$ cat config.mk
export PLATFORM = sky130hd
export DESIGN_NAME = mmio_timer_flat
export DESIGN_NICKNAME = d
export VERILOG_FILES = /design/src/rtl/mmio_timer_if.sv /design/src/rtl/mmio_timer.sv /design/src/flat_wrapper.sv
export SDC_FILE = /design/constraint.sdc
export NUM_CORES = 1
export LEC_CHECK = 0
export ABC_AREA = 1
export CORE_MARGIN = 3
export CORE_UTILIZATION = 49
export DETAILED_ROUTE_END_ITERATION = 7
export GPL_ROUTABILITY_DRIVEN = 0
export PLACE_DENSITY = 0.73
export SYNTH_ARGS = -nofsm -noshare
export SYNTH_HDL_FRONTEND = slang
export SYNTH_SLANG_ARGS = --single-unit
$ cat constraint.sdc
create_clock -name clock -period 1.5 [get_ports clock]
set_input_delay 0.225 -clock clock [delete_from_list [all_inputs] [get_ports clock]]
set_output_delay 0.225 -clock clock [all_outputs]
set_load 0.1 [all_outputs]
$ cat src/rtl/mmio_timer_if.sv
// Data-bus bundle between the nRisc core (master) and memory-mapped responders (slave).
interface mmio_timer_if;
    logic       memWrite;
    logic       memRead;
    logic [7:0] endereco;
    logic [7:0] escreveDado;
    logic [7:0] leDado;
    logic       hit;

    modport master (output memWrite, memRead, endereco, escreveDado, input leDado, hit);
    modport slave  (input memWrite, memRead, endereco, escreveDado, output leDado, hit);
endinterface

$ cat src/rtl/mmio_timer.sv
// Memory-mapped prescaled countdown timer: CTRL/COUNT/RELOAD/STATUS window,
// one-shot or auto-reload, sticky expiry flag and registered interrupt.
module mmio_timer #(
    parameter logic [7:0] BASE     = 8'hF0,
    parameter int         PRESCALE = 4
) (
    input  logic          clock,
    input  logic          reset,
    mmio_timer_if.slave   bus,
    output logic          irq
);
    localparam int            PW      = (PRESCALE > 1) ? $clog2(PRESCALE) : 1;
    localparam logic [PW-1:0] PRE_MAX = PW'(PRESCALE - 1);

    typedef enum logic [1:0] {S_IDLE, S_RUN, S_DONE} state_t;

    state_t        r_state, w_state_n;
    logic          r_auto, w_auto_n;
    logic          r_irq_en, w_irq_en_n;
    logic          r_expired, w_expired_n;
    logic          r_irq;
    logic [7:0]    r_count, w_count_n;
    logic [7:0]    r_reload, w_reload_n;
    logic [PW-1:0] r_pre, w_pre_n;

    logic       w_hit, w_wr, w_tick, w_set, w_clr;
    logic [1:0] w_off;
    logic [7:0] w_rdata;

    assign w_hit  = (bus.endereco[7:2] == BASE[7:2]) && (bus.memRead || bus.memWrite);
    assign w_wr   = bus.memWrite && w_hit;
    assign w_off  = bus.endereco[1:0];
    assign w_tick = (r_state == S_RUN) && (r_pre == PRE_MAX);

    // The enable bit is not stored: it is exactly "the FSM is in RUN".
    always_comb begin
        w_rdata = 8'h00;
        case (w_off)
            2'd0: w_rdata = {5'b0, r_irq_en, r_auto, r_state == S_RUN};
            2'd1: w_rdata = r_count;
            2'd2: w_rdata = r_reload;
            2'd3: w_rdata = {7'b0, r_expired};
            default: w_rdata = 8'h00;
        endcase
    end

    assign bus.hit    = w_hit;
    assign bus.leDado = (bus.memRead && w_hit) ? w_rdata : 8'h00;
    assign irq        = r_irq;

    always_comb begin
        w_state_n  = r_state;
        w_auto_n   = r_auto;
        w_irq_en_n = r_irq_en;
        w_count_n  = r_count;
        w_reload_n = r_reload;
        w_pre_n    = r_pre;
        w_set      = 1'b0;
        w_clr      = 1'b0;

        if (r_state == S_RUN) begin
            if (w_tick) begin
                w_pre_n = '0;
                if (r_count != 8'h00) begin
                    w_count_n = r_count - 8'h01;
                end else begin
                    w_set = 1'b1;
                    if (r_auto) w_count_n = r_reload;
                    else        w_state_n = S_DONE;
                end
            end else begin
                w_pre_n = r_pre + 1'b1;
            end
        end

        // Bus writes come last so they override tick effects on count/state.
        if (w_wr) begin
            case (w_off)
                2'd0: begin
                    w_auto_n   = bus.escreveDado[1];
                    w_irq_en_n = bus.escreveDado[2];
                    w_pre_n    = '0;
                    if (bus.escreveDado[0]) begin
                        w_count_n = r_reload;
                        w_state_n = S_RUN;
                    end else begin
                        w_state_n = S_IDLE;
                    end
                end
                2'd1: begin
                    w_count_n = bus.escreveDado;
                    w_pre_n   = '0;
                end
                2'd2: w_reload_n = bus.escreveDado;
                2'd3: w_clr      = bus.escreveDado[0];
                default: ;
            endcase
        end

        w_expired_n = (r_expired & ~w_clr) | w_set;
    end

    always_ff @(posedge clock or posedge reset) begin
        if (reset) begin
            r_state   <= S_IDLE;
            r_auto    <= 1'b0;
            r_irq_en  <= 1'b0;
            r_expired <= 1'b0;
            r_irq     <= 1'b0;
            r_count   <= 8'h00;
            r_reload  <= 8'h00;
            r_pre     <= '0;
        end else begin
            r_state   <= w_state_n;
            r_auto    <= w_auto_n;
            r_irq_en  <= w_irq_en_n;
            r_expired <= w_expired_n;
            r_irq     <= r_expired & r_irq_en;
            r_count   <= w_count_n;
            r_reload  <= w_reload_n;
            r_pre     <= w_pre_n;
        end
    end
endmodule

$ cat src/flat_wrapper.sv
// flat-port wrapper written by rule: the top's interface ports become plain ports
module mmio_timer_flat 
#(
    parameter logic [7:0] BASE     = 8'hF0,
    parameter int         PRESCALE = 4
)
  (clock, reset, irq, bus_memWrite, bus_memRead, bus_endereco, bus_escreveDado, bus_leDado, bus_hit);
  mmio_timer_if bus_i ();
  input  logic clock;
  input  logic reset;
  output logic irq;
  input wire logic [$bits(bus_i.memWrite)-1:0] bus_memWrite;
  input wire logic [$bits(bus_i.memRead)-1:0] bus_memRead;
  input wire logic [$bits(bus_i.endereco)-1:0] bus_endereco;
  input wire logic [$bits(bus_i.escreveDado)-1:0] bus_escreveDado;
  output wire logic [$bits(bus_i.leDado)-1:0] bus_leDado;
  output wire logic [$bits(bus_i.hit)-1:0] bus_hit;
  assign bus_i.memWrite = bus_memWrite;
  assign bus_i.memRead = bus_memRead;
  assign bus_i.endereco = bus_endereco;
  assign bus_i.escreveDado = bus_escreveDado;
  assign bus_leDado = bus_i.leDado;
  assign bus_hit = bus_i.hit;
  mmio_timer #(.BASE(BASE), .PRESCALE(PRESCALE)) u_core (.clock(clock), .reset(reset), .bus(bus_i), .irq(irq));
endmodule
==> results of run 1 <==
[through the flow]
step	area, um^2	setup slack, ps	util [%]
after detailed placement	2660	-459	71.6
final	2990	-134	80.5
after floorplan	1990	-918	-
after CTS	2880	-143	77.5
after global placement	2660	-431	71.6
after global routing	2990	-235	80.5
[worst max-delay path by stage]
stage / cells past startpoint / slack [ps] / startpoint / to
after floorplan: 6 / -920 / bus_endereco[3] / bus_leDado[0]
after global placement: 8 / -430 / bus_endereco[3] / bus_leDado[0]
after detailed placement: 8 / -460 / bus_endereco[3] / bus_leDado[0]
after CTS: 9 / -140 / bus_endereco[2] / bus_leDado[2]
after global routing: 12 / -230 / u_core.r_count[0]$_DFF_PP0_ / u_core.r_count[4]$_DFF_PP0_
final: 8 / -130 / bus_endereco[2] / bus_leDado[0]
[placed cells by master, fill, tap and decap left out, types with 2 or more instances in the layout]
master and count:
dlygate4sd2_1 4, buf_4 39, nand2_4 6, a21oi_1 14
nor2_8 2, mux2_4 3, nand2_1 96, nand3_2 3
nor2_2 7, inv_1 18, dfrtp_2 2, clkdlybuf4s50_1 9
nand2_2 9, a21oi_2 2, clkdlybuf4s15_1 2, buf_12 13
inv_2 10, nor2_1 18, o21ai_1 5, nand3_1 13
a21oi_4 5, clkbuf_8 4, nor2_4 7, dfrtp_1 22
o21ai_0 9, buf_6 5, o21ai_2 4
[kinds of logic after synthesis]
kind of cell | share of synthesized area, %
buf+inv | 10.0
simple gates | 38.6
fa+ha+maj | 1.95
mux | 2.74
flops | 31.3
compound gates | 14.5
xor+xnor | 0.912
[timing repair]
action | CTS | global route
pin swaps | 18 | 17
resized for setup | 51 | 21
setup buffers | 6 | 6
endpoints found under the setup margin | 28 | 21
gates cloned | 1 | 0
[flip-flops by register name, indices dropped and copies added, names as in the netlist]
| register | flops |
|---|---|
| u_core.irq | 1 |
| u_core.r_auto | 1 |
| u_core.r_count | 8 |
| u_core.r_expired | 1 |
| u_core.r_irq_en | 1 |
| u_core.r_pre | 2 |
| u_core.r_reload | 8 |
| u_core.r_state | 2 |
[layer usage]
metal / global-route usage (%) / part of all wire, %
met1: 41.2 / 46
met2: 39.2 / 45
met3: 2.43 / 7.3
met4: 6.70 / 1.0
met5: 0 / 0
[report_power, final]
part,total [mW],switching [mW],internal [mW]
Clock,0.463,0.228,0.235
Combinational,2.40,1.43,0.978
Sequential,0.908,0.124,0.784
Total,3.78,1.78,2.00
[final cells by class]
class,instances,area share [%]
clock buffers,4,1.84
inverters,31,4.27
multi-input cells,220,45.8
flip-flops and latches,24,20.2
well taps,48,2.01
repair buffers,75,25.9
[tightest hold or removal path: stages]
cell and delay [ps]:
clkdlybuf4s50_1 390, inv_1 50, buf_4 310
==> flow_metrics.py, run 1 <==
metrics = {
    "clock_tree": {
        "htreeDepth": 1,
        "ctsHoldBuffers": 0,
        "cts_buffers": 3,
        "cts_buffer_depth": 2,
        "worstSkewPairLatency_ps": 280,
        "cts.reportedPaths.clkPinSlew_ps": 100,
        "clockRootBuffer": "clkbuf_8",
        "cts.sinks": 24,
        "cts_tree": "built",
    },
    "setup_path": {
        "timing.critical_path.buf_inv": 3,
        "r2r.worst_path.cells": 12,
        "critPathMaxFanout": 2,
        "arrival_ps": 1410,
        "start_kind": "input port",
        "end_kind": "primary output",
        "worstPathCellList": "buf_6, or2_0, nor2_1, nand2_2, clkinvlp_4, nand2_4, a311oi_4, buf_12",
        "path_delay_family": "simple AND/OR/NAND/NOR gates",
        "cpMaxStageDelayCell": "a311oi_4",
        "reg2reg_from": "u_core.r_count[0]$_DFF_PP0_",
        "ff2ff_setup_slack_ps": -80,
        "rr_endpoint": "u_core.r_count[1]$_DFF_PP0_",
        "required_ps": 1270,
        "worstSetupPathType": "input port to primary output",
        "critical-path-max-stage-delay_ps": 310,
    },
    "power": {
        "p_per_area_mw_per_mm2": 1260,
        "ir_drop_mv": 0.660,
        "totalPowerFinal_mw": 3.78,
        "p_leak_nw": 1.49,
    },
    "synthesis": {
        "syn_nets": 306,
        "syn-cell-area_mm2": 0.00192,
        "synth_edf_count": 0,
        "synth_cell_types": 38,
        "seq_area_frac_synth_pct": 31.3,
        "yosysTopAreaCell": "dfrtp_1",
        "synth_ff_type": "dfrtp_1",
        "yosys-top-cells-count": "nand2_1 (102), inv_1 (25), nor2_1 (25)",
        "synth_area_leaders": "dfrtp_1 (31%), nand2_1 (20%), a21oi_1 (5.5%)",
        "ys_async_sr_fraction_pct": 100,
        "syn_area_per_cell_um2": 6.79,
        "yosysMostFrequentCell": "nand2_1",
        "yosysWarningCount": 0,
        "netlist_instances": 283,
        "synth_seq_cells": 24,
        "synth_top_area_share_pct": 31.3,
    },
    "cells_and_area": {
        "final_nets": 378,
        "fillers": 255,
        "final_cells": 402,
        "diodes": 0,
        "regArea_um2": 603,
        "synthToLayoutAreaGrowth_pct": 55.8,
        "final_layout_size_suffix_gt1_share_pct": 38.7,
        "multi_input_area_mm2": 0.00137,
    },
    "run": {
        "drv_cap": 0,
    },
    "grt": {
        "grt_max_degree": 25,
        "grt_antenna_before_repair": 0,
        "grt_pass1_vias": 1912,
        "gr-total-overflow": 0,
        "grt_pass1_wl_um": 9290,
        "track_usage_pct": 26.6,
    },
    "timing": {
        "worst_pin_slew_ps": 409,
        "rsz0062_at_grt": "yes",
        "period_share_pct": 109,
        "fmax_mhz": 612,
        "tns_ps": -1190,
        "holdWs_ps": 290,
        "setup_slack_ps": -134,
        "finClkSkew_ps": 12.0,
        "min_period_ps": 1630,
        "relSlewSlack_pct": 72.7,
        "hold_viol_final": 0,
        "drv_slew": 0,
        "setup_violations": 16,
    },
    "place": {
        "dp_cells": 386,
        "hpwl_um": 3920,
        "port_buffers": 29,
    },
    "drt": {
        "drtIter0Drc": 163,
        "detail_route.wl_per_cell_um": 14.2,
        "remaining_drc_errors": 0,
        "drt-total-wl_um": 5720,
        "dr.pass1.iters": 6,
        "via_count": 2121,
        "routed_via_density": 5.28,
        "ant_nets": 0,
    },
    "floorplan": {
        "die_h_um": 68.6,
        "die_area_mm2": 0.00471,
        "io_pins": 30,
        "die_width_um": 68.6,
        "core_region_area_mm2": 0.00372,
        "start_util_pct": 51.7,
        "rows": 22,
    },
    "outcome": {
        "violations": "negative setup slack",
        "status": "finished, violations left",
    },
    "worst_hold_path": {
        "hold_path.class": "input port to asynchronous set/reset pin",
    },
}
Note: power is estimated with default switching activity, not from simulation.
==> run 2, diff against run 1 <==
CORE_UTILIZATION = 50   (was 49)
CTS_BUF_LIST = sky130_fd_sc_hd__clkbuf_4   (was not set)
GPL_TIMING_DRIVEN = 0   (was not set)
PLACE_DENSITY = 0.74   (was 0.73)
==> run 2 against run 1 <==
Sequential power rose by 7.4%. Register-to-register slack got worse by 30 ps. Global-route usage fell by 2.7 points. Sequential share of layout area rose by 1.6 points. The run still ends with negative setup slack left. Flip-flop and latch count did not move. Largest cell class unchanged. Cell count fell by 5.5%. Via count fell by 8.3%. Core utilization fell by 1.6 points. Clock skew fell by 11 ps. Highest routed layer unchanged. Maximum frequency fell by 5.9%.
==> flow_metrics.py, run 2 (synthesized netlist as in run 1, its figures left out) <==
metrics = {
    "timing": {
        "hold_viol_final": 0,
        "period_share_pct": 116,
        "setup_violations": 17,
        "setup_slack_ps": -237,
        "finClkSkew_ps": 1.18,
        "worst_pin_slew_ps": 933,
        "fmax_mhz": 576,
        "holdWs_ps": 205,
        "relSlewSlack_pct": 37.7,
        "rsz0062_at_grt": "yes",
        "min_period_ps": 1740,
        "drv_slew": 0,
    },
    "cells_and_area": {
        "diodes": 0,
        "fillers": 273,
        "biggestRegsByFlops": "u_core.r_count (8), u_core.r_reload (8)",
        "layout_common_cells": "nand2_1 (96), nor2_1 (21), dfrtp_1 (21)",
        "mostFrequentLayoutCell": "nand2_1",
        "final_nets": 359,
        "final_layout_size_suffix_gt1_share_pct": 34.1,
        "synthToLayoutAreaGrowth_pct": 44.6,
    },
    "clock_tree": {
        "clockRootBuffer": "clkbuf_4",
        "ctsHoldBuffers": 0,
        "cts.sinks": 24,
        "cts.reportedPaths.clkPinSlew_ps": 130,
        "worstSkewPairLatency_ps": 310,
        "htreeDepth": 1,
        "cts_tree": "built",
        "cts_buffer_depth": 2,
        "cts_buffers": 3,
    },
    "power": {
        "totalPowerFinal_mw": 3.35,
        "p_leak_nw": 1.37,
        "ir_drop_mv": 0.918,
        "p_per_area_mw_per_mm2": 1210,
    },
    "grt": {
        "grt_pass1_wl_um": 8270,
        "grt_pass1_vias": 1825,
        "grt_max_degree": 25,
        "grt_antenna_before_repair": 0,
        "gr-total-overflow": 0,
        "track_usage_pct": 23.9,
    },
    "floorplan": {
        "start_util_pct": 54.5,
        "die_h_um": 68.0,
        "rows": 21,
        "core_region_area_mm2": 0.00352,
        "die_area_mm2": 0.00462,
        "die_width_um": 68.0,
        "io_pins": 30,
    },
    "drt": {
        "ant_nets": 0,
        "drt-total-wl_um": 5330,
        "dr.pass1.iters": 4,
        "drtIter0Drc": 117,
        "remaining_drc_errors": 0,
        "detail_route.wl_per_cell_um": 14.0,
        "via_count": 1946,
        "routed_via_density": 5.12,
    },
    "setup_path": {
        "start_kind": "input port",
        "required_ps": 1270,
        "worstSetupPathType": "input port to primary output",
        "end_kind": "primary output",
        "critPathMaxFanout": 3,
        "cpMaxStageDelayCell": "a311oi_4",
        "crit_start": "bus_endereco[2]",
        "critical-path-max-stage-delay_ps": 310,
        "arrival_ps": 1510,
        "reg2reg_from": "u_core.r_count[1]$_DFF_PP0_",
        "worstPathCellList": "buf_6, or2_0, nor2_1, nand2_2, clkinvlp_4, nand2_8, a311oi_4, buf_12",
    },
    "place": {
        "hpwl_um": 3440,
        "place_ws_ps": -1720,
        "port_buffers": 28,
    },
    "worst_hold_path": {
        "min_from": "bus_escreveDado[0]",
        "hold_path.class": "input port to flip-flop",
    },
    "run": {
        "drv_cap": 0,
    },
    "outcome": {
        "status": "finished, violations left",
        "violations": "negative setup slack",
    },
}
## run 2: cell types whose count changed in the layout (fill, tap and decap cells not counted), moves of 2 or more
cell	previous run	this run
nor2_1	18	21
inv_2	10	8
clkbuf_4	0	4
buf_2	1	3
buf_12	13	11
clkdlybuf4s15_1	2	0
buf_4	39	19
clkbuf_8	4	1
nor2_2	7	4
## run 2: final timing paths
path | cells past startpoint | slack, ps | to
max | 8 | -240 | bus_leDado[0]
min | 3 | 210 | u_core.r_count[0]$_DFF_PP0_
max reg2reg | 13 | -110 | u_core.r_count[2]$_DFF_PP0_
min reg2reg | 2 | 530 | u_core.irq$_DFF_PP0_
max in group asynchronous | 2 | 470 | u_core.r_count[3]$_DFF_PP0_
min in group asynchronous | 2 | 400 | u_core.r_state[0]$_DFF_PP0_
## run 2: through the flow
| stage | TNS [ps] | utilization, % | area (um^2) | instances |
|---|---|---|---|---|
| 3_5_place_dp | -21820 | 66.0 | 2320 | 357 |
| 5_1_grt | -3290 | 78.9 | 2780 | 380 |
| 6_report | -1970 | 78.9 | 2780 | 380 |
| 2_1_floorplan | -6230 | - | 1990 | 283 |
| 3_3_place_gp | -21610 | 66.0 | 2320 | 357 |
| 4_1_cts | -912 | 74.0 | 2610 | 374 |
## run 2: critical path, delay by kind of cell
| kind | cells | cell delay [ps] |
|---|---|---|
| AO/OA/AOI/OAI | 1 | 310 |
| AND/OR/NAND/NOR | 4 | 540 |
| buffers and inverters | 3 | 440 |
## run 2: timing repair
item                                    4_1_cts  5_1_grt
cloned                                        1        0
endpoints found under the hold margin         0        0
resized for setup                           131       26
endpoints found under the setup margin       28       19
pin swaps                                    19       12
buffers inserted                             14        6
## run 2: layout make-up
class,instances,area [um^2],share of cell area [%]
clock buffers,3,22.5,0.811
flip-flops and latches,24,604,21.8
multi-input cells,220,1360,48.9
well taps,46,57.6,2.07
plain buffers,8,83.8,3.02
repair buffers,48,522,18.8
inverters,31,130,4.68
## run 2: power breakdown
part           leakage (nW)  switching [mW]  internal (mW)
Clock                0.0138           0.192         0.0940
Combinational          1.07            1.26          0.833
Sequential            0.279           0.187          0.787
## run 2: layer usage
metal  GRT usage (%)  up-vias  part of all wire [%]
met3            2.79        9                   6.1
met2            42.1       47                    50
met1            29.8      888                    42
li1                -     1002                     -
met4            8.68        0                   1.8
met5               0        -                     0
==> run 3, diff against run 2 <==
CAP_MARGIN = 10   (was not set)
CORE_MARGIN = 4   (was 3)
PLACE_DENSITY = 0.81   (was 0.74)
==> run 3 against run 2 <==
The flow still finishes with violations (negative setup slack). Core utilization shrank 2.1 points. Die area grew 6.0%. Flip-flop and latch count is the same. Clock skew grew 4.6 ps. Highest routed layer unchanged.
==> flow_metrics.py, run 3 (synthesized netlist as in run 1, its figures left out) <==
metrics = {
    "clock_tree": {
        "htreeDepth": 1,
        "cts_buffer_depth": 2,
        "cts.reportedPaths.clkPinSlew_ps": 150,
        "cts_tree": "built",
        "worstSkewPairLatency_ps": 330,
        "ctsHoldBuffers": 0,
        "clockRootBuffer": "clkbuf_4",
        "cts_buffers": 3,
        "cts.sinks": 24,
    },
    "grt": {
        "grt_pass1_wl_um": 9510,
        "grt_antenna_before_repair": 0,
        "grt_max_degree": 25,
        "grt_pass1_vias": 1973,
        "gr-total-overflow": 0,
        "track_usage_pct": 23.5,
    },
    "cells_and_area": {
        "regArea_um2": 606,
        "final_nets": 365,
        "layout_common_cells": "nand2_1 (93), buf_4 (23), dfrtp_1 (20)",
        "diodes": 0,
        "synthToLayoutAreaGrowth_pct": 47.6,
        "final_layout_size_suffix_gt1_share_pct": 37.2,
        "multi_input_area_mm2": 0.00137,
        "biggestRegsByFlops": "u_core.r_count (8), u_core.r_reload (8)",
        "fillers": 238,
        "mostFrequentLayoutCell": "nand2_1",
    },
    "floorplan": {
        "core_region_area_mm2": 0.00369,
        "start_util_pct": 52.1,
        "die_area_mm2": 0.00490,
        "io_pins": 30,
        "die_h_um": 70.0,
        "die_width_um": 70.0,
        "rows": 22,
    },
    "timing": {
        "min_period_ps": 1730,
        "tns_ps": -2120,
        "period_share_pct": 115,
        "rsz0062_at_grt": "yes",
        "worst_pin_slew_ps": 967,
        "finClkSkew_ps": 5.81,
        "setup_slack_ps": -225,
        "relSlewSlack_pct": 35.5,
        "fmax_mhz": 580,
        "setup_violations": 16,
        "drv_slew": 0,
        "hold_viol_final": 0,
    },
    "setup_path": {
        "critical-path-max-stage-delay_ps": 440,
        "arrival_ps": 1960,
        "critPathMaxFanout": 8,
        "crit_start": "u_core.r_count[0]$_DFF_PP0_",
        "worstSetupPathType": "flip-flop to flip-flop",
        "end_kind": "flip-flop",
        "worstPathCellList": "inv_2, ha_4, nand3_4, inv_2, nand2_4, nand2_1, nand3_1, o21ai_2, nand2_1, nand2_1, nand2_1, nand2_1, nand2_1",
        "path_common_cell": "nand2_1",
        "reg2reg_from": "u_core.r_count[0]$_DFF_PP0_",
        "required_ps": 1740,
        "start_kind": "flip-flop",
        "timing.critical_path.buf_inv": 2,
        "cpMaxStageDelayCell": "dfrtp_1",
        "path_delay_family": "simple AND/OR/NAND/NOR gates",
    },
    "power": {
        "p_per_area_mw_per_mm2": 1310,
        "p_leak_nw": 1.39,
        "ir_drop_mv": 0.770,
    },
    "worst_hold_path": {
        "min_from": "bus_escreveDado[0]",
        "hold_path.class": "input port to flip-flop",
    },
    "drt": {
        "ant_nets": 0,
        "drtIter0Drc": 277,
        "wl_met1_um": 2500,
        "wl_met3_um": 617,
        "drt-total-wl_um": 6570,
        "routed_via_density": 5.84,
        "via_count": 2272,
        "dr.pass1.iters": 5,
        "wl_met2_um": 3140,
        "remaining_drc_errors": 0,
        "routed.top_layer": "met4",
        "detail_route.wl_per_cell_um": 16.9,
    },
    "place": {
        "hpwl_um": 3700,
        "place_ws_ps": -1640,
        "port_buffers": 28,
    },
    "outcome": {
        "violations": "negative setup slack",
        "status": "finished, violations left",
    },
    "run": {
        "drv_cap": 0,
    },
}
[run 3: cell count changes in the layout (fill, tap and decap cells not counted), sizes merged]
cell / change
buf: +7
clkdlybuf4s15: -1
clkinv: +1
[run 3: where the power goes]
group,internal (mW),switching [mW]
Clock,0.0979,0.221
Sequential,0.790,0.202
Combinational,0.917,1.48
[run 3: path summary, 6_finish.rpt]
kind | endpoint | slack, ps | cells after the start
max | u_core.r_count[2]$_DFF_PP0_ | -230 | 13
min in group asynchronous | u_core.r_count[2]$_DFF_PP0_ | 410 | 2
min | u_core.r_count[0]$_DFF_PP0_ | 220 | 3
min reg2reg | u_core.irq$_DFF_PP0_ | 510 | 2
max in group asynchronous | u_core.r_count[4]$_DFF_PP0_ | 450 | 2
max reg2reg | u_core.r_count[2]$_DFF_PP0_ | -230 | 13
[run 3: cell type report]
| type | count | area share [%] |
|---|---|---|
| multi-input cells | 220 | 48.4 |
| repair buffers | 54 | 19.7 |
| inverters | 31 | 4.50 |
| clock buffers | 3 | 0.795 |
| plain buffers | 8 | 2.96 |
| clock inverters | 1 | 0.132 |
| flip-flops and latches | 24 | 21.4 |
| well taps | 48 | 2.12 |
[run 3: worst reg2reg max path: cells and delay by family, from the launching register on]
| kind | cells | cell delay [ps] |
|---|---|---|
| flip-flops | 1 | 440 |
| buffers and inverters | 2 | 210 |
| AO/OA/AOI/OAI | 1 | 100 |
| adder cells (fa/ha/maj) | 1 | 140 |
| AND/OR/NAND/NOR | 9 | 750 |
[run 3: layer usage]
| metal | vias to the layer above | track usage [%] |
|---|---|---|
| met4 | 0 | 7.66 |
| met5 | - | 0 |
| met3 | 43 | 2.73 |
| met2 | 159 | 39.6 |
| li1 | 1020 | - |
| met1 | 1050 | 31.3 |
[run 3: stage by stage]
stage	area, um^2	util, %	std cells	hold slack [ps]	power (mW)
floorplan	1990	-	283	240	2.24
global placement	2330	63.1	359	469	2.52
detailed placement	2330	63.1	359	483	2.58
CTS	2650	71.8	374	222	3.17
global route	2830	76.8	389	224	3.91
finish	2830	76.8	389	218	3.70
[run 3: repair_timing]
action | CTS | global route
pin swaps | 25 | 17
buffers inserted | 11 | 15
setup endpoints to repair | 26 | 16
resized for setup | 143 | 22
cloned | 1 | 0
